`config.mk`:
```
export PLATFORM = sky130hd
export DESIGN_NAME = dcache_miss_ctrl
export DESIGN_NICKNAME = d
export VERILOG_FILES = /design/src/rtl/dcache_pkg.sv /design/src/rtl/dcache_miss_ctrl.sv
export SDC_FILE = /design/constraint.sdc
export NUM_CORES = 1
export LEC_CHECK = 0
export BUFFER_PORTS_ARGS = -buffer_cell sky130_fd_sc_hd__buf_2
export CAP_MARGIN = 40
export CORE_MARGIN = 4
export CORE_UTILIZATION = 42
export DETAILED_ROUTE_END_ITERATION = 6
export GPL_ROUTABILITY_DRIVEN = 0
export PLACE_DENSITY_LB_ADDON = 0.3
export SKIP_LAST_GASP = 1
export SLEW_MARGIN = 10
export SYNTH_ARGS = -nofsm -noshare
export SYNTH_HDL_FRONTEND = slang
export SYNTH_SLANG_ARGS = --single-unit
```
`constraint.sdc`:
```
create_clock -name clock -period 1.96 [get_ports clock]
set_clock_uncertainty 0.05 [all_clocks]
set_input_delay 0.294 -clock clock [delete_from_list [all_inputs] [get_ports clock]]
set_output_delay 0.294 -clock clock [all_outputs]
set_load 0.02 [all_outputs]
```
`src/rtl/dcache_pkg.sv`:
```
// Shared dcache definitions: miss-controller state encodings and the
// offset-width derivations used by the controller and the tag/index split.
package dcache_pkg;

  typedef enum logic [2:0] {
    ST_IDLE    = 3'd0,
    ST_WB_READ = 3'd1,
    ST_WB_SEND = 3'd2,
    ST_RF_REQ  = 3'd3,
    ST_RF_WAIT = 3'd4,
    ST_DONE    = 3'd5
  } miss_state_e;

  // Width of the word index within a line.
  function automatic int calc_off_w(input int line_words);
    return $clog2(line_words);
  endfunction

  // Width of the byte offset within a line.
  function automatic int calc_line_off_w(input int line_words, input int data_w);
    return $clog2(line_words * (data_w / 8));
  endfunction

endpackage

```
`src/rtl/dcache_miss_ctrl.sv`:
```
// Write-back dcache miss controller: optional dirty-victim write-back followed
// by a word-by-word line refill, one miss at a time.
module dcache_miss_ctrl
  import dcache_pkg::*;
#(
  parameter int ADDR_W     = 32,
  parameter int DATA_W     = 32,
  parameter int LINE_WORDS = 4,
  localparam int OFF_W     = calc_off_w(LINE_WORDS)
) (
  input  logic              clock,
  input  logic              reset,
  input  logic              miss_valid,
  output logic              miss_ready,
  input  logic [ADDR_W-1:0] miss_addr,
  input  logic              miss_dirty,
  input  logic [ADDR_W-1:0] victim_addr,
  output logic              arr_rd_en,
  output logic [OFF_W-1:0]  arr_rd_idx,
  input  logic [DATA_W-1:0] arr_rd_data,
  output logic              arr_wr_en,
  output logic [OFF_W-1:0]  arr_wr_idx,
  output logic [DATA_W-1:0] arr_wr_data,
  output logic              mem_valid,
  input  logic              mem_ready,
  output logic              mem_we,
  output logic [ADDR_W-1:0] mem_addr,
  output logic [DATA_W-1:0] mem_wdata,
  input  logic              mem_rvalid,
  input  logic [DATA_W-1:0] mem_rdata,
  output logic              busy,
  output logic              done
);

  localparam int                LINE_OFF_W = calc_line_off_w(LINE_WORDS, DATA_W);
  localparam logic [ADDR_W-1:0] BASE_MASK  = ~((ADDR_W'(1) << LINE_OFF_W) - ADDR_W'(1));
  localparam logic [ADDR_W-1:0] WORD_BYTES = ADDR_W'(DATA_W / 8);
  localparam logic [OFF_W-1:0]  LAST_IDX   = OFF_W'(LINE_WORDS - 1);

  miss_state_e       state_reg, state_next;
  logic [OFF_W-1:0]  cnt_reg, cnt_next;
  logic [ADDR_W-1:0] miss_base_reg, miss_base_next;
  logic [ADDR_W-1:0] victim_base_reg, victim_base_next;
  logic [ADDR_W-1:0] word_off;

  assign word_off = ADDR_W'(cnt_reg) * WORD_BYTES;

  always_ff @(posedge clock) begin
    if (reset) begin
      state_reg       <= ST_IDLE;
      cnt_reg         <= '0;
      miss_base_reg   <= '0;
      victim_base_reg <= '0;
    end else begin
      state_reg       <= state_next;
      cnt_reg         <= cnt_next;
      miss_base_reg   <= miss_base_next;
      victim_base_reg <= victim_base_next;
    end
  end

  always_comb begin
    state_next       = state_reg;
    cnt_next         = cnt_reg;
    miss_base_next   = miss_base_reg;
    victim_base_next = victim_base_reg;
    miss_ready       = 1'b0;
    arr_rd_en        = 1'b0;
    arr_rd_idx       = '0;
    arr_wr_en        = 1'b0;
    arr_wr_idx       = '0;
    arr_wr_data      = '0;
    mem_valid        = 1'b0;
    mem_we           = 1'b0;
    mem_addr         = '0;
    mem_wdata        = '0;
    done             = 1'b0;
    busy             = (state_reg != ST_IDLE);

    case (state_reg)
      ST_IDLE: begin
        miss_ready = 1'b1;
        if (miss_valid) begin
          miss_base_next   = miss_addr & BASE_MASK;
          victim_base_next = victim_addr & BASE_MASK;
          cnt_next         = '0;
          state_next       = miss_dirty ? ST_WB_READ : ST_RF_REQ;
        end
      end

      ST_WB_READ: begin
        arr_rd_en  = 1'b1;
        arr_rd_idx = cnt_reg;
        state_next = ST_WB_SEND;
      end

      // arr_rd_data holds until the next read strobe, so the write payload
      // stays stable across any number of mem_ready stall cycles.
      ST_WB_SEND: begin
        mem_valid = 1'b1;
        mem_we    = 1'b1;
        mem_addr  = victim_base_reg + word_off;
        mem_wdata = arr_rd_data;
        if (mem_ready) begin
          if (cnt_reg == LAST_IDX) begin
            cnt_next   = '0;
            state_next = ST_RF_REQ;
          end else begin
            cnt_next   = cnt_reg + OFF_W'(1);
            state_next = ST_WB_READ;
          end
        end
      end

      ST_RF_REQ: begin
        mem_valid = 1'b1;
        mem_addr  = miss_base_reg + word_off;
        if (mem_ready) begin
          state_next = ST_RF_WAIT;
        end
      end

      ST_RF_WAIT: begin
        if (mem_rvalid) begin
          arr_wr_en   = 1'b1;
          arr_wr_idx  = cnt_reg;
          arr_wr_data = mem_rdata;
          if (cnt_reg == LAST_IDX) begin
            state_next = ST_DONE;
          end else begin
            cnt_next   = cnt_reg + OFF_W'(1);
            state_next = ST_RF_REQ;
          end
        end
      end

      ST_DONE: begin
        done       = 1'b1;
        state_next = ST_IDLE;
      end

      default: begin
        state_next = ST_IDLE;
      end
    endcase
  end

endmodule

```
==> reports/results.ini <==
[synthesis]
yosysUniqueCellTypes=36
syn_inst=414
synth_top_family_by_area=simple AND/OR/NAND/NOR gates
avgSynthCellArea_um2=8.314
synth_top_area_share_pct=35.48
synth_area_leaders=dfxtp_1 35%, and2_1 13%, a21oi_2 10%, nand2_1 8.5%, nand2_2 7.3%
ys.flop_type=dfxtp_1
synthMuxAreaShare_pct=0.5816
syn-cell-area_mm2=0.003442
synthTopCellsByCount=78 x nand2_1, 71 x and2_1, 61 x dfxtp_1
yosysMostFrequentCell=nand2_1
synth_top_area_cell=dfxtp_1
synth-edff-count=0
yosys.area_share.simple_pct=32.75
ys_warn_count=0
synth_xor_area_share_pct=0
ys_seq_area_share_pct=35.48
synth_adder_area_share_pct=0.3635
synth_compound_area_share_pct=22.25
synth-async-reset-ratio_pct=0
synth-seq-cells=61

[floorplanning]
initial_utilization_pct=43.86
die_x_um=98.53
fp-row-count=32
design.core.area_mm2=0.007848
dieArea_mm2=0.009708
fp.dieH_um=98.53
ios=241

[critical_path]
crit_type=reg2out
cp.arrival_ps=1570
cp_max_fo=15
rr_startpoint=state_reg[2]$_SDFFE_PP0P_
critPathLaunchType=register
critPathRequiredTime_ps=1620
r2r-end=victim_base_reg[4]$_SDFFE_PP0P_
ff2ff_path_depth=6
r2r_slack_ps=330
worst_setup_path_end_kind=primary output

[cts]
clk_latency_ps=320
cts_max_level=3
cts.sinks=61
numCtsBuffers=9
path_clk_slew_ps=70
cts_tree=yes
cts_buffer_depth=2
hold_buffers=0
clock-root-buffer=clkbuf_8

[timing]
finalMaxSlewViolations=0
rsz0062_at_grt=true
period_share_pct=97.64
fin_hold_ws_ps=142.4
finalHoldViolCount=0
fin_crit_ps=1914
finalSetupTns_ps=0
fmax_ghz=0.5226
relSlewSlack_pct=59.91
setup_ws_ps=46.31
setup_viol=0
worstMarginPinSlew_ps=601.4

[run_status]
status=completed

[finish]
stdcell_count=742
syn2layout_area_growth_pct=42.64
nets=770
drive_above_1_share_pct=55.47
fillerInstances=712
antenna_cells=0

[placed_design]
dp_hpwl_mm=8.589
port_buffers=230
dp_slack_ps=214.8
dp_cells=722

[grt]
grt_pass1_vias=3510
grt_use_met2_pct=39.73
grt_busiest_layer=met2
antenna_found_initial=0
grt_pass1_wl_mm=17.33
grt.overflow.total=0
use_met3_pct=5.732
grt_start_max_net_pins=47
grt_usage_pct=22.12
grt_use_met1_pct=24.75

[route]
wl_per_cell_um=15.57
dr.pass1.iters=4
post_drt_via_cell_ratio=4.857
drt_iter0_markers=118
vias=3604
drcViolationCount=0
routed_wl_mm=11.55
ant_nets=0

[worst_hold_path]
whs_path_depth=3
hold_path_class=in2reg
min_from=miss_addr[15]
hold_path_end=miss_base_reg[15]$_SDFFE_PP0P_

[pwr]
p_sw_share_pct=32.30
p_leak_nw=2.427
ir_drop_v=0.0004572
power.density_mw_per_mm2=720.1
total_switching_power_mw=1.142
pwr-share-clk_pct=30.7
finalPower_mw=3.536
internal_power_mw=2.394
comb_power_share_pct=29.4
p_seq_share_pct=39.9

[run]
cap_violations=0

==> kinds of logic (layout without fill, tap and decap cells) <==
| family | after synthesis | after routing |
|---|---|---|
| fa+ha+maj | 1 | 1 |
| flops | 61 | 61 |
| simple gates | 212 | 212 |
| other cells | 1 | 2 |
| buf+inv | 41 | 266 |
| mux | 2 | 2 |
| compound gates | 96 | 96 |
==> area by class of cell <==
| class | instances | area [um2] | area share, % |
|---|---|---|---|
| clock buffers | 12 | 145.1 | 2.956 |
| clock inverters | 4 | 47.55 | 0.9684 |
| inverters | 4 | 20.02 | 0.4077 |
| multi-input cells | 313 | 1953 | 39.78 |
| flip-flops and latches | 61 | 1227 | 25.00 |
| well taps | 102 | 127.6 | 2.599 |
| repair buffers | 245 | 1383 | 28.16 |
| repair inverters | 1 | 6.256 | 0.1274 |
==> worst max-delay path, cell delays in order, from the launching register on <==
cell and delay, ps:
dfxtp_4 360, inv_2 110, and3_4 250, buf_6 180
a22o_1 170, buf_2 160
==> cell usage in the layout (no fill, tap or decap), types with 3 or more instances in the layout <==
cell	Yosys	routed
a21oi_1	18	18
a21oi_2	40	40
a22o_1	28	28
and2_1	71	70
buf_12	5	6
buf_2	13	229
buf_4	4	7
clkbuf_8	0	10
dfxtp_1	61	58
nand2_1	78	77
nand2_2	40	41
nand2b_1	5	5
nor2_1	5	5
nor3_1	4	4
o21ai_0	3	3
==> routing by layer <==
layer / vias to the layer above / wire, um
li1: 1794 / -
met1: 1659 / 4326
met2: 137 / 6082
met3: 14 / 896
met4: 0 / 248
met5: - / 0
==> worst max-delay path by stage <==
stage	start	to	cells after the start
after CTS	state_reg[0]$_SDFFE_PP0P_	mem_addr[25]	5
final	state_reg[0]$_SDFFE_PP0P_	mem_addr[11]	5
after floorplan	state_reg[2]$_SDFFE_PP0P_	arr_rd_idx[0]	3
after global placement	state_reg[1]$_SDFFE_PP0P_	mem_addr[29]	5
after global routing	state_reg[0]$_SDFFE_PP0P_	mem_addr[25]	5
after detailed placement	state_reg[1]$_SDFFE_PP0P_	mem_addr[25]	5
==> metrics by stage <==
step	area, um2	utilization, %
after floorplan	3446	-
after global placement	4604	58.67
after detailed placement	4604	58.67
after CTS	4870	62.05
after global routing	4910	62.56
final	4910	62.56
==> power groups by stage <==
stage | sequential (mW) | clock (mW) | combinational, mW
finish | 1.41 | 1.09 | 1.04
floorplan | 1.42 | 0 | 0.704
CTS | 1.41 | 1.11 | 1.03
global placement | 1.43 | 0 | 0.985
global route | 1.42 | 1.18 | 1.13
detailed placement | 1.43 | 0 | 0.999
==> timing repair <==
action,4_1_cts,5_1_grt
setup endpoints to repair,64,86
setup buffers,1,0
resized for setup,11,7
cloned,1,2
Power figures use the tool's default switching activity.
